$ cat src/rtl/updown_display_pkg.sv
// Shared types, radix constants and the 7-segment glyph table for the up/down display counter.
package updown_display_pkg;

    localparam int RADIX_HEX = 16;
    localparam int RADIX_BCD = 10;

    typedef logic [3:0] nibble_t;

    // Active-high segment pattern, bit order {g,f,e,d,c,b,a}.
    function automatic logic [6:0] glyph(input nibble_t n);
        logic [6:0] g;
        g = 7'h00;
        case (n)
            4'h0: g = 7'h3F;
            4'h1: g = 7'h06;
            4'h2: g = 7'h5B;
            4'h3: g = 7'h4F;
            4'h4: g = 7'h66;
            4'h5: g = 7'h6D;
            4'h6: g = 7'h7D;
            4'h7: g = 7'h07;
            4'h8: g = 7'h7F;
            4'h9: g = 7'h6F;
            4'hA: g = 7'h77;
            4'hB: g = 7'h7C;
            4'hC: g = 7'h39;
            4'hD: g = 7'h5E;
            4'hE: g = 7'h79;
            4'hF: g = 7'h71;
            default: g = 7'h00;
        endcase
        return g;
    endfunction

endpackage

$ cat src/rtl/updown_display_counter_btn_conditioner.sv
// Button conditioner: 2-flop synchroniser, debouncer and one-cycle press pulse on 1->0.
// With AUTOREPEAT_EN defined, a held button also emits repeat pulses after a hold delay.
module btn_conditioner #(
    parameter int DEB_CYCLES    = 50000,
    parameter int HOLD_CYCLES   = 25_000_000,
    parameter int REPEAT_CYCLES = 5_000_000
) (
    input  logic clk,
    input  logic reset,
    input  logic btn,
    output logic press
);

    localparam int DEB_W = $clog2(DEB_CYCLES + 1);

    logic             sync1;
    logic             sync2;
    logic             deb;
    logic             deb_dly;
    logic [DEB_W-1:0] deb_cnt;
    logic             rep_fire;

    // Levels reset to 1 so a button held through reset still produces one press.
    always_ff @(posedge clk) begin
        if (!reset) begin
            sync1   <= 1'b1;
            sync2   <= 1'b1;
            deb     <= 1'b1;
            deb_dly <= 1'b1;
            deb_cnt <= '0;
            press   <= 1'b0;
        end else begin
            sync1   <= btn;
            sync2   <= sync1;
            deb_dly <= deb;
            press   <= (deb_dly & ~deb) | rep_fire;
            if (sync2 == deb) begin
                deb_cnt <= '0;
            end else if (deb_cnt == DEB_W'(DEB_CYCLES - 1)) begin
                deb     <= sync2;
                deb_cnt <= '0;
            end else begin
                deb_cnt <= deb_cnt + 1'b1;
            end
        end
    end

`ifdef AUTOREPEAT_EN
    localparam int HOLD_MAX = (HOLD_CYCLES > REPEAT_CYCLES) ? HOLD_CYCLES : REPEAT_CYCLES;
    localparam int HOLD_W   = $clog2(HOLD_MAX + 1);

    logic [HOLD_W-1:0] hold_cnt;
    logic              repeating;

    // First wait HOLD_CYCLES, then fire once every REPEAT_CYCLES until release.
    always_ff @(posedge clk) begin
        if (!reset || deb) begin
            hold_cnt  <= '0;
            repeating <= 1'b0;
        end else if (!repeating) begin
            if (hold_cnt == HOLD_W'(HOLD_CYCLES - 1)) begin
                repeating <= 1'b1;
                hold_cnt  <= '0;
            end else begin
                hold_cnt <= hold_cnt + 1'b1;
            end
        end else if (hold_cnt == HOLD_W'(REPEAT_CYCLES - 1)) begin
            hold_cnt <= '0;
        end else begin
            hold_cnt <= hold_cnt + 1'b1;
        end
    end

    assign rep_fire = repeating && !deb && (hold_cnt == HOLD_W'(REPEAT_CYCLES - 1));
`else
    assign rep_fire = 1'b0;
`endif

endmodule

$ cat src/rtl/updown_display_counter.sv
// Multi-digit hex/BCD up/down counter with debounced buttons and a scanned 7-segment display.
// Optional auto-repeat on held buttons is built when AUTOREPEAT_EN is defined.
module updown_display_counter
    import updown_display_pkg::*;
#(
    parameter int DIGITS         = 4,
    parameter int RADIX          = RADIX_HEX,
    parameter int DEB_CYCLES     = 50000,
    parameter int SCAN_CYCLES    = 1000,
    parameter bit SEG_ACTIVE_LOW = 1'b1,
    parameter int HOLD_CYCLES    = 25_000_000,
    parameter int REPEAT_CYCLES  = 5_000_000
) (
    input  logic                clk,
    input  logic                reset,
    input  logic                btn_up,
    input  logic                btn_dn,
    output logic [4*DIGITS-1:0] count,
    output logic                wrap,
    output logic [6:0]          seg7,
    output logic [DIGITS-1:0]   dig_sel
);

    localparam nibble_t DIGIT_MAX = nibble_t'(RADIX - 1);
    localparam int      IDX_W     = (DIGITS > 1) ? $clog2(DIGITS) : 1;
    localparam int      ST_W      = (SCAN_CYCLES > 1) ? $clog2(SCAN_CYCLES) : 1;

    logic                up_p;
    logic                dn_p;
    logic [4*DIGITS-1:0] count_inc;
    logic [4*DIGITS-1:0] count_dec;
    logic                carry;
    logic                borrow;
    logic [ST_W-1:0]     scan_timer;
    logic [IDX_W-1:0]    scan_idx;
    nibble_t             cur_nib;

    btn_conditioner #(
        .DEB_CYCLES(DEB_CYCLES), .HOLD_CYCLES(HOLD_CYCLES), .REPEAT_CYCLES(REPEAT_CYCLES)
    ) u_cond_up (
        .clk(clk), .reset(reset), .btn(btn_up), .press(up_p)
    );

    btn_conditioner #(
        .DEB_CYCLES(DEB_CYCLES), .HOLD_CYCLES(HOLD_CYCLES), .REPEAT_CYCLES(REPEAT_CYCLES)
    ) u_cond_dn (
        .clk(clk), .reset(reset), .btn(btn_dn), .press(dn_p)
    );

    // Ripple carry/borrow; a carry or borrow surviving past the top digit is a wrap.
    always_comb begin
        count_inc = count;
        count_dec = count;
        carry     = 1'b1;
        borrow    = 1'b1;
        for (int i = 0; i < DIGITS; i++) begin
            if (carry) begin
                if (count[4*i +: 4] == DIGIT_MAX) begin
                    count_inc[4*i +: 4] = '0;
                end else begin
                    count_inc[4*i +: 4] = count[4*i +: 4] + 4'd1;
                    carry = 1'b0;
                end
            end
            if (borrow) begin
                if (count[4*i +: 4] == 4'd0) begin
                    count_dec[4*i +: 4] = DIGIT_MAX;
                end else begin
                    count_dec[4*i +: 4] = count[4*i +: 4] - 4'd1;
                    borrow = 1'b0;
                end
            end
        end
    end

    always_ff @(posedge clk) begin
        if (!reset) begin
            count <= '0;
            wrap  <= 1'b0;
        end else begin
            wrap <= 1'b0;
            if (up_p && !dn_p) begin
                count <= count_inc;
                wrap  <= carry;
            end else if (dn_p && !up_p) begin
                count <= count_dec;
                wrap  <= borrow;
            end
        end
    end

    always_comb begin
        cur_nib = '0;
        for (int i = 0; i < DIGITS; i++) begin
            if (scan_idx == IDX_W'(i)) cur_nib = count[4*i +: 4];
        end
    end

    // seg7 and dig_sel are both registered from scan_idx, so they stay aligned.
    always_ff @(posedge clk) begin
        if (!reset) begin
            scan_timer <= '0;
            scan_idx   <= '0;
            seg7       <= glyph(4'h0) ^ {7{SEG_ACTIVE_LOW}};
            dig_sel    <= DIGITS'(1) ^ {DIGITS{SEG_ACTIVE_LOW}};
        end else begin
            if (scan_timer == ST_W'(SCAN_CYCLES - 1)) begin
                scan_timer <= '0;
                scan_idx   <= (scan_idx == IDX_W'(DIGITS - 1)) ? '0 : scan_idx + 1'b1;
            end else begin
                scan_timer <= scan_timer + 1'b1;
            end
            seg7    <= glyph(cur_nib) ^ {7{SEG_ACTIVE_LOW}};
            dig_sel <= (DIGITS'(1) << scan_idx) ^ {DIGITS{SEG_ACTIVE_LOW}};
        end
    end

endmodule

$ cat config.mk
export PLATFORM = sky130hd
export DESIGN_NAME = updown_display_counter
export DESIGN_NICKNAME = d
export VERILOG_FILES = /design/src/rtl/updown_display_pkg.sv /design/src/rtl/updown_display_counter_btn_conditioner.sv /design/src/rtl/updown_display_counter.sv
export SDC_FILE = /design/constraint.sdc
export NUM_CORES = 1
export LEC_CHECK = 0
export CAP_MARGIN = 10
export CORE_AREA = 2 2 90 92
export DETAILED_ROUTE_END_ITERATION = 10
export DIE_AREA = 0 0 92 94
export GPL_TIMING_DRIVEN = 0
export PLACE_DENSITY = 0.74
export RECOVER_POWER = 25
export SLEW_MARGIN = 25
export SYNTH_ARGS = -nofsm -noshare
export SYNTH_HDL_FRONTEND = slang
export SYNTH_SLANG_ARGS = --single-unit
$ cat constraint.sdc
create_clock -name clk -period 6.7 [get_ports clk]
set_input_delay 0.67 -clock clk [delete_from_list [all_inputs] [get_ports clk]]
set_output_delay 0.67 -clock clk [all_outputs]
set_load 0.01 [all_outputs]
# After elaboration in Yosys (flattened, before gate mapping)

Memory sizes are Yosys's and may differ from the RTL's.
Cells that the tools add are included.

Memories: 1
Word-level logic and storage cells: 118
Input port bits: 4
Output and inout port bits: 28
Memory bits (read-only): 112
Flip-flop bits (word level): 82

Eq/ne operators: 15
Bitwise logic cells: 9
Reduce and logical (&&, ||, !) cells: 21
Muxes and demuxes: 38
Shift operators: 1
$add $sub $neg: 12

Memory list:

| memory          | depth | bits a word | rd ports | clocked after Yosys merged registers in | write ports | line                     | text |
|---|---|---|---|---|---|---|---|
| (no name shown) | 16    | 7           | 1        | 0                                       | 0           | updown_display_pkg.sv:13 | `case (n)` |

Operator list:

| kind                                                               | count |
|---|---|
| 4-bit 2-to-1 mux                                                   | 18 |
| 16-bit by 1-bit adder with 16-bit output, second input constant    | 2 |
| 16-bit equality test, second input constant                        | 2 |
| 16-bit 2-to-1 mux                                                  | 2 |
| 4-bit by 1-bit adder with 4-bit output, second input constant      | 4 |
| 4-bit equality test, second input constant                         | 4 |
| 4-bit zero test                                                    | 4 |
| 1-bit 2-to-1 mux                                                   | 16 |
| 4-bit by 1-bit subtractor with 4-bit output, second input constant | 4 |
| 10-bit by 1-bit adder with 10-bit output, second input constant    | 1 |
| 10-bit equality test, second input constant                        | 1 |
| 3-bit AND reduction                                                | 3 |
| 2-bit nonzero test                                                 | 4 |
| 7-bit 2-to-1 mux                                                   | 1 |
| 7-bit NOT                                                          | 1 |
| 2-bit inequality test, second input constant                       | 3 |
| 3-bit OR reduction                                                 | 2 |
| 1-bit NOT                                                          | 5 |
| 2-bit equality test, second input constant                         | 2 |
| 4-bit NOT                                                          | 1 |
| 2-bit AND reduction                                                | 2 |
| 1-bit by 2-bit << shifter with 4-bit output, first input constant  | 1 |
| 2-bit by 1-bit adder with 2-bit output, second input constant      | 1 |
| 1-bit bitwise AND                                                  | 2 |
| 7 further kinds                                                    | 10 |

# Longest topological paths before layout

An unclocked memory read counts as a cell.

Depth after elaboration: 8
Gate-level depth with buffers: 11
Gate-level depth less buffers: 11

# By module

A second synthesis with hierarchy kept.

Cells, all modules: 471
Area, all modules: 4277.9 sq um

Modules (own cells, without submodules):

| module                 | area an instance (sq um) | instances | sequential area each (sq um) | cells each |
|---|---|---|---|---|
| updown_display_counter | 2486.1                   | 1         | 800.8                        | 287 |
| btn_conditioner        | 895.9                    | 2         | 420.4                        | 92 |

# Worst setup path after synthesis

OpenSTA, ideal clock, no wires.

Path type: register -> register
Start: reg scan_idx[0]
End: reg seg7[6]
Clock period less this slack: 2.334 ns
Stages on the path, launching flop included: 10
Slack: 4.366 ns
Required time: 6.548 ns
Data arrival time: 2.183 ns
Setup time: 0.152 ns
Path buffers: 1
Cells stage by stage: dfxtp_1 -> ha_1 -> buf_2 -> a211oi_1 -> a221oi_1 -> inv_1 -> ha_1 -> mux2_2 -> nand2_1 -> o311ai_0

Longest elaborated chain between the ends: 8
Elaborated cells on any way between the ends: 11
Those cells by class: eq/ne (3); mux (5); bitwise (1); reduce/logical (1); memory (1)

RTL lines:

| item                           | line                          | text |
|---|---|---|
| start, declared                | updown_display_counter.sv:35  | `logic [IDX_W-1:0] scan_idx;` |
| start signal, assigned         | updown_display_counter.sv:109 | `scan_idx <= (scan_idx == IDX_W'(DIGITS - 1)) ? '0 : scan_idx + 1'b1;` |
| 2-bit zero test                | updown_display_counter.sv:95  | `if (scan_idx == IDX_W'(i)) cur_nib = count[4*i +: 4];` |
| 4-bit 2-to-1 mux (3 in series) | updown_display_counter.sv:95  |  |
| 4-bit 2-to-1 mux *             | updown_display_counter.sv:95  |  |
| memory 16 x 7 bit *            | -                             |  |
| 7-bit 2-to-1 mux *             | updown_display_counter.sv:101 | `if (!reset) begin` |
| 7-bit NOT (no line) *          | -                             |  |
| end signal, assigned           | updown_display_counter.sv:104 | `seg7 <= glyph(4'h0) ^ {7{SEG_ACTIVE_LOW}};` |
| end signal, assigned           | updown_display_counter.sv:113 | `seg7 <= glyph(cur_nib) ^ {7{SEG_ACTIVE_LOW}};` |
| end, declared                  | updown_display_counter.sv:20  | `output logic [6:0] seg7,` |

Every way passes the cells marked *; elsewhere a longest branch is shown, timed or not. The select of a mux whose other input is x is not followed.
A chain may end at the register's enable or synchronous reset.

# Worst setup path in the final report

Same ends and word-level chain as after synthesis.

==> flow_metrics.py <==
metrics = {
    "status": {
        "status": "finished, final reports clean",
    },
    "sta": {
        "fmax_mhz": 356,
        "final-setup-viol-count": 0,
        "max_slew.worst_pin.slew_ns": 0.775,
        "grt_setup_unrepaired": "false",
        "fin_crit_sh_pct": 41.9,
        "finalWorstSetupSlack_ns": 3.89,
        "hold_viol": 0,
        "whs_ns": 0.411,
        "fin_skew_ns": 0.00621,
        "fin_tns_setup_ns": 0,
        "finalMaxSlewViolations": 0,
        "min_period_ns": 2.81,
        "relSlewSlack_pct": 48.3,
    },
    "floorplanning": {
        "die_h_um": 94,
        "rows": 32,
        "ioPinCount": 32,
        "initial_core_util_pct": 53.6,
        "die_width_um": 92,
        "core_um2": 7610,
        "die_area_um2": 8650,
    },
    "detailed_routing": {
        "postRouteAntennaNets": 0,
        "first_iter_violations": 166,
        "drc_errors": 0,
        "avgRoutedWirePerCell_um": 13.4,
        "top_layer": "met4",
        "dr_wl_met2_um": 3740,
        "drtPass1Iterations": 5,
        "vias": 3339,
        "drt-met1-wl_um": 3980,
        "wl_met3_um": 494,
        "vias_per_cell": 5.39,
        "wl_um": 8320,
    },
    "worst_setup_path": {
        "rrSetupSlack_ns": 3.89,
        "worstReg2RegStart": "scan_idx[0]",
        "crit_type": "reg2reg",
        "arrival_ns": 3.00,
        "cp_max_fo": 10,
        "crit_family": "compound AO/OA/AOI/OAI gates",
        "end_kind": "register",
        "worstPathBufferInverterCount": 2,
        "rr_worst_depth": 9,
        "path_cells": "ha_1 -> buf_2 -> a211oi_1 -> a221oi_1 -> inv_1 -> ha_1 -> mux2_2 -> nand2_1 -> o311ai_0",
        "reg2reg_to": "seg7[6]",
        "start_kind": "register",
        "slowest_delay_ns": 0.70,
        "crit_path_top_delay_cell": "a221oi_1",
        "cpMostUsedCell": "ha_1",
        "cp_data_required_time_ns": 6.89,
    },
    "cts": {
        "worstSkewPairLatency_ns": 0.35,
        "clock_sinks": 82,
        "post_cts_buffers": 0,
        "cts.clk_slew.worst_paths_ns": 0.09,
        "ctsResizeCount": 0,
        "cts_tree": "yes",
        "clockBufferDepth": 2,
        "htree_num_levels": 3,
        "ctsHoldBuffers": 0,
        "ctsRootBufferMaster": "clkbuf_8",
        "cts_buffers": 9,
    },
    "synthesis": {
        "ys_top_cells_by_count": "dfxtp_1, nor2_1, nand2_1",
        "syn_avg_cell_area_um2": 8.68,
        "synthCells": 470,
        "yosys.area.top_type": "dfxtp_1",
        "synth.area.top_cells": "dfxtp_1, ha_1, nor2_1",
        "synth.most_common_cell": "dfxtp_1",
        "synth_flop_cell": "dfxtp_1",
        "syn-num-nets": 498,
        "syn_area_um2": 4080,
        "synth_edf_count": 0,
        "synth_cell_type_count": 52,
        "seq_area_frac_synth_pct": 40.2,
        "synth.top_cell.area_share_pct": 40.2,
        "postSynth.asyncResetShare_pct": 0,
        "yosysWarnings": 0,
        "ys_ff_latch": 82,
    },
    "cells_and_area": {
        "syn2layout_area_growth_pct": 15.5,
        "regArea_um2": 1640,
        "final_nets": 540,
        "fill_cells": 674,
        "multi_input_area_um2": 2260,
        "diodes": 0,
        "drive_gt1_share_pct": 6.38,
    },
    "place": {
        "dp_slack_ns": 3.92,
        "routabilityCongestion": 0.902,
        "port_buffers": 31,
        "dp_hpwl_um": 6020,
    },
    "hold_path": {
        "hp-class": "reg2reg",
        "min_to": "u_cond_dn.sync2",
        "hp-start": "u_cond_dn.sync1",
        "holdPathStages": 1,
    },
    "global_route": {
        "grt_pass1_vias": 3145,
        "grt_antenna_before_repair": 0,
        "grt_pass1_wl_um": 14100,
        "grt_use_total_pct": 20.1,
        "grt-ovfl-total": 0,
        "grt_max_degree": 16,
    },
    "power": {
        "peakVddDrop_mv": 0.137,
        "p_leak_nw": 1.78,
        "power_density_nw_per_um2": 185,
    },
    "flow_run": {
        "cap_violations": 0,
    },
}
-- power by group --
part / total [mW] / switching [mW] / internal, mW
registers: 0.492 / 0.00170 / 0.490
clock network: 0.366 / 0.188 / 0.178
logic: 0.0142 / 0.00951 / 0.00473
total: 0.872 / 0.199 / 0.672
-- layer usage --
| metal | vias to the layer above | global-route usage (%) |
|---|---|---|
| li1 | 1711 | - |
| met1 | 1550 | 27.1 |
| met2 | 67 | 31.3 |
| met3 | 11 | 5.22 |
| met4 | 0 | 7.34 |
| met5 | - | 0 |
-- worst reg2reg max path, delay by kind of cell, from the launching register on --
| kind | cells | cell delay, ns |
|---|---|---|
| compound gates | 3 | 0.89 |
| fa+ha+maj | 2 | 0.55 |
| buf+inv | 2 | 0.49 |
| flops | 1 | 0.41 |
| mux | 1 | 0.27 |
| simple gates | 1 | 0.05 |
-- cell families after synthesis --
kind of cell / share of synthesized area, %
AOI/OAI and AO/OA: 11.6
DFF: 40.2
adders and majority gates: 7.36
muxes: 3.25
buffers and inverters: 4.39
xor gates and xnor gates: 9.23
and+or+nand+nor: 23.9
-- layout by cell type, fill, tap and decap left out, types with 5 or more instances in the layout --
cell type / synthesis / layout
mux2i_1: 11 / 11
clkdlybuf4s50_1: 0 / 30
nor3_1: 13 / 13
xor2_1: 23 / 23
dfxtp_1: 82 / 82
nand4_1: 10 / 10
inv_1: 24 / 24
xnor2_1: 20 / 20
o21ai_0: 9 / 9
nand2b_1: 10 / 10
nor2_1: 65 / 65
a211oi_1: 10 / 10
and3_1: 17 / 17
nand3b_1: 5 / 5
a31oi_1: 5 / 5
clkbuf_1: 9 / 11
a21oi_1: 23 / 23
nand2_1: 37 / 37
nand3_1: 17 / 17
clkbuf_8: 0 / 9
nor3b_1: 6 / 6
ha_1: 24 / 24
-- stage by stage --
| step | power (mW) | instances | cell area (um2) | utilization (%) |
|---|---|---|---|---|
| after global placement | 0.517 | 603 | 4520 | 59.4 |
| final | 0.872 | 619 | 4710 | 62.0 |
| after detailed placement | 0.518 | 603 | 4520 | 59.4 |
| after floorplan | 0.511 | 470 | 4080 | - |
| after global routing | 0.902 | 619 | 4710 | 62.0 |
| after CTS | 0.879 | 619 | 4720 | 62.0 |
-- final cells by class --
class,instances,share of cell area [%]
repair buffers,31,6.58
clock buffers,10,2.71
clock inverters,6,1.54
multi-input cells,347,47.9
plain buffers,17,1.86
well taps,102,2.71
inverters,24,1.91
flip-flops and latches,82,34.8
-- how the worst max path moves through the flow --
stage / start / endpoint / slack [ns] / cells after the start
2_1_floorplan: scan_idx[0] / seg7[6] / 4.37 / 9
3_3_place_gp: scan_idx[0] / seg7[6] / 3.98 / 9
3_5_place_dp: scan_idx[1] / seg7[6] / 3.92 / 10
4_1_cts: scan_idx[0] / seg7[6] / 3.90 / 9
5_1_grt: scan_idx[0] / seg7[6] / 3.65 / 10
6_report: scan_idx[0] / seg7[6] / 3.89 / 9
-- flip-flops by register name, indices dropped and copies added (netlist names), 2 cells and up --
name	cells
scan_idx	2
seg7	7
count	16
dig_sel	4
u_cond_dn.deb_cnt	16
u_cond_up.deb_cnt	16
scan_timer	10
No activity file was read; power rests on OpenSTA's default activity.
==> patch, RTL diff (same flow settings) <==
Change the parameter `SCAN_CYCLES` from 1000 to 4000.
--- a/src/rtl/updown_display_counter.sv
+++ b/src/rtl/updown_display_counter.sv
@@ -8,3 +8,3 @@
     parameter int DEB_CYCLES     = 50000,
-    parameter int SCAN_CYCLES    = 1000,
+    parameter int SCAN_CYCLES    = 4000,
     parameter bit SEG_ACTIVE_LOW = 1'b1,
Check against the original RTL: no difference found for any inputs over 10 cycles, from zero or initial values and one cycle with reset low; that may be too few to reach the edited logic, so the function may still have changed.
==> patch against the original RTL <==
Via count is 2.0% higher; sequential power is 2% higher; power is 2.6% higher; routed wire length is 2.4% higher; combinational power is 8% higher; sequential cell count is 2 higher; largest power group unchanged; critical path depth stayed put; final area is 2.7% higher; highest routed layer unchanged; synthesized area is 3.0% higher; setup slack worse by 0.10 ns.
==> patch: results (changes against the original RTL) <==
Status: complete, no violations
Switching part of the total: 0.233 (+0.00406)
Combinational Power Share: 0.017
Iter 0 DRT Violations: 119 (-28%)
Worst hold margin: 0.421 ns (+0.00909 ns)
P_leak: 1.77 nW (-0.24%)
Post-synth top cells: 84 x dfxtp_1, 77 x nor2_1, 34 x nand2_1, 28 x inv_1, 24 x ha_1
Buffers outside the clock class: 51 (+6.3%)
Skew final: 0.0107 ns (+0.00446 ns)
Xor and xnor area share after synthesis: 0.0959 (+0.00356)
Non-clock buffer share: 0.0824 (-0.00199)
WHS Endpoint: u_cond_up.sync2
Max IR drop VDD: 106 µV (-23%)
Initial antenna violation count: 0 (unchanged)
Seq/Total Area, Yosys: 0.400 (-0.00221)
Comb_multi_in: 356 (+2.6%)
Synth area leaders: dfxtp_1 40%, ha_1 7.1%, nor2_1 6.9%
Compound-cell area share of the yosys netlist: 0.0950 (-0.0213)
Clock-cell share: 0.0424 (-0.0000967)
Seq power: 504 µW (+2%)
Reg2reg setup slack: 3.79 ns (-0.10 ns)
Via count: 3407 (+2.0%)
All-Layer GR Usage: 0.209 (+0.00707)
Largest net degree at the start of global routing: 17 (+1)
Layout cells sized above 1: 0.0561 (-0.00776)
Pwr Density: 185 nW/µm² (-0.16%)
Rel. slew slack: 0.488 (+0.00506)
First-pass GRT wire length: 14.6 mm (+3.6%)
Multi-input gate area: 2320 µm² (+3.0%)
Post-synthesis mux area share: 0.0423 (+0.00977)
Synth Net Count: 516 (+3.6%)
Seq/total area: 0.347 (-0.00100)
First drt pass iteration count: 4 (-1)
Placed inst area: 4640 µm² (+2.7%)
Vias in the first global route: 3247 (+3.2%)
Distinct cell type count after synthesis: 51 (-1.9%)
WP data arrival: 3.10 ns (+0.10 ns)
Inverters: 28 (+17%)
Synth Area in Adders: 0.0714 (-0.00215)
NumNets Final: 558 (+3.3%)
-- patch: cell types whose count changed after synthesis, moves of 4 or more --
cell      before  now
clkbuf_1       9   14
and3_1        17    8
nand4_1       10   16
inv_1         24   28
nor2_1        65   77
a211oi_1      10    6
-- patch: layer usage --
metal | track usage | share of wire | routed length [µm]
met3 | 0.0530 | 0.035 | 297
met2 | 0.365 | 0.49 | 4150
met1 | 0.252 | 0.46 | 3920
met4 | 0.0672 | 0.018 | 153
met5 | 0 | 0 | 0
-- patch: critical path, cell delays in order, from the launching register on --
cell and delay, ns:
dfxtp_1 0.41, ha_1 0.27, clkbuf_1 0.34, a211oi_1 0.09, a221oi_1 0.69, inv_1 0.24
ha_1 0.28, mux2_2 0.26, nand2_1 0.05, o311ai_0 0.12
-- patch: through the flow --
stage,worst slack (ns),std cells,power [mW]
after floorplan,4.28,488,0.525
after global placement,3.87,621,0.531
after detailed placement,3.84,621,0.531
after CTS,3.82,637,0.906
after global routing,3.52,637,0.927
final,3.79,637,0.894
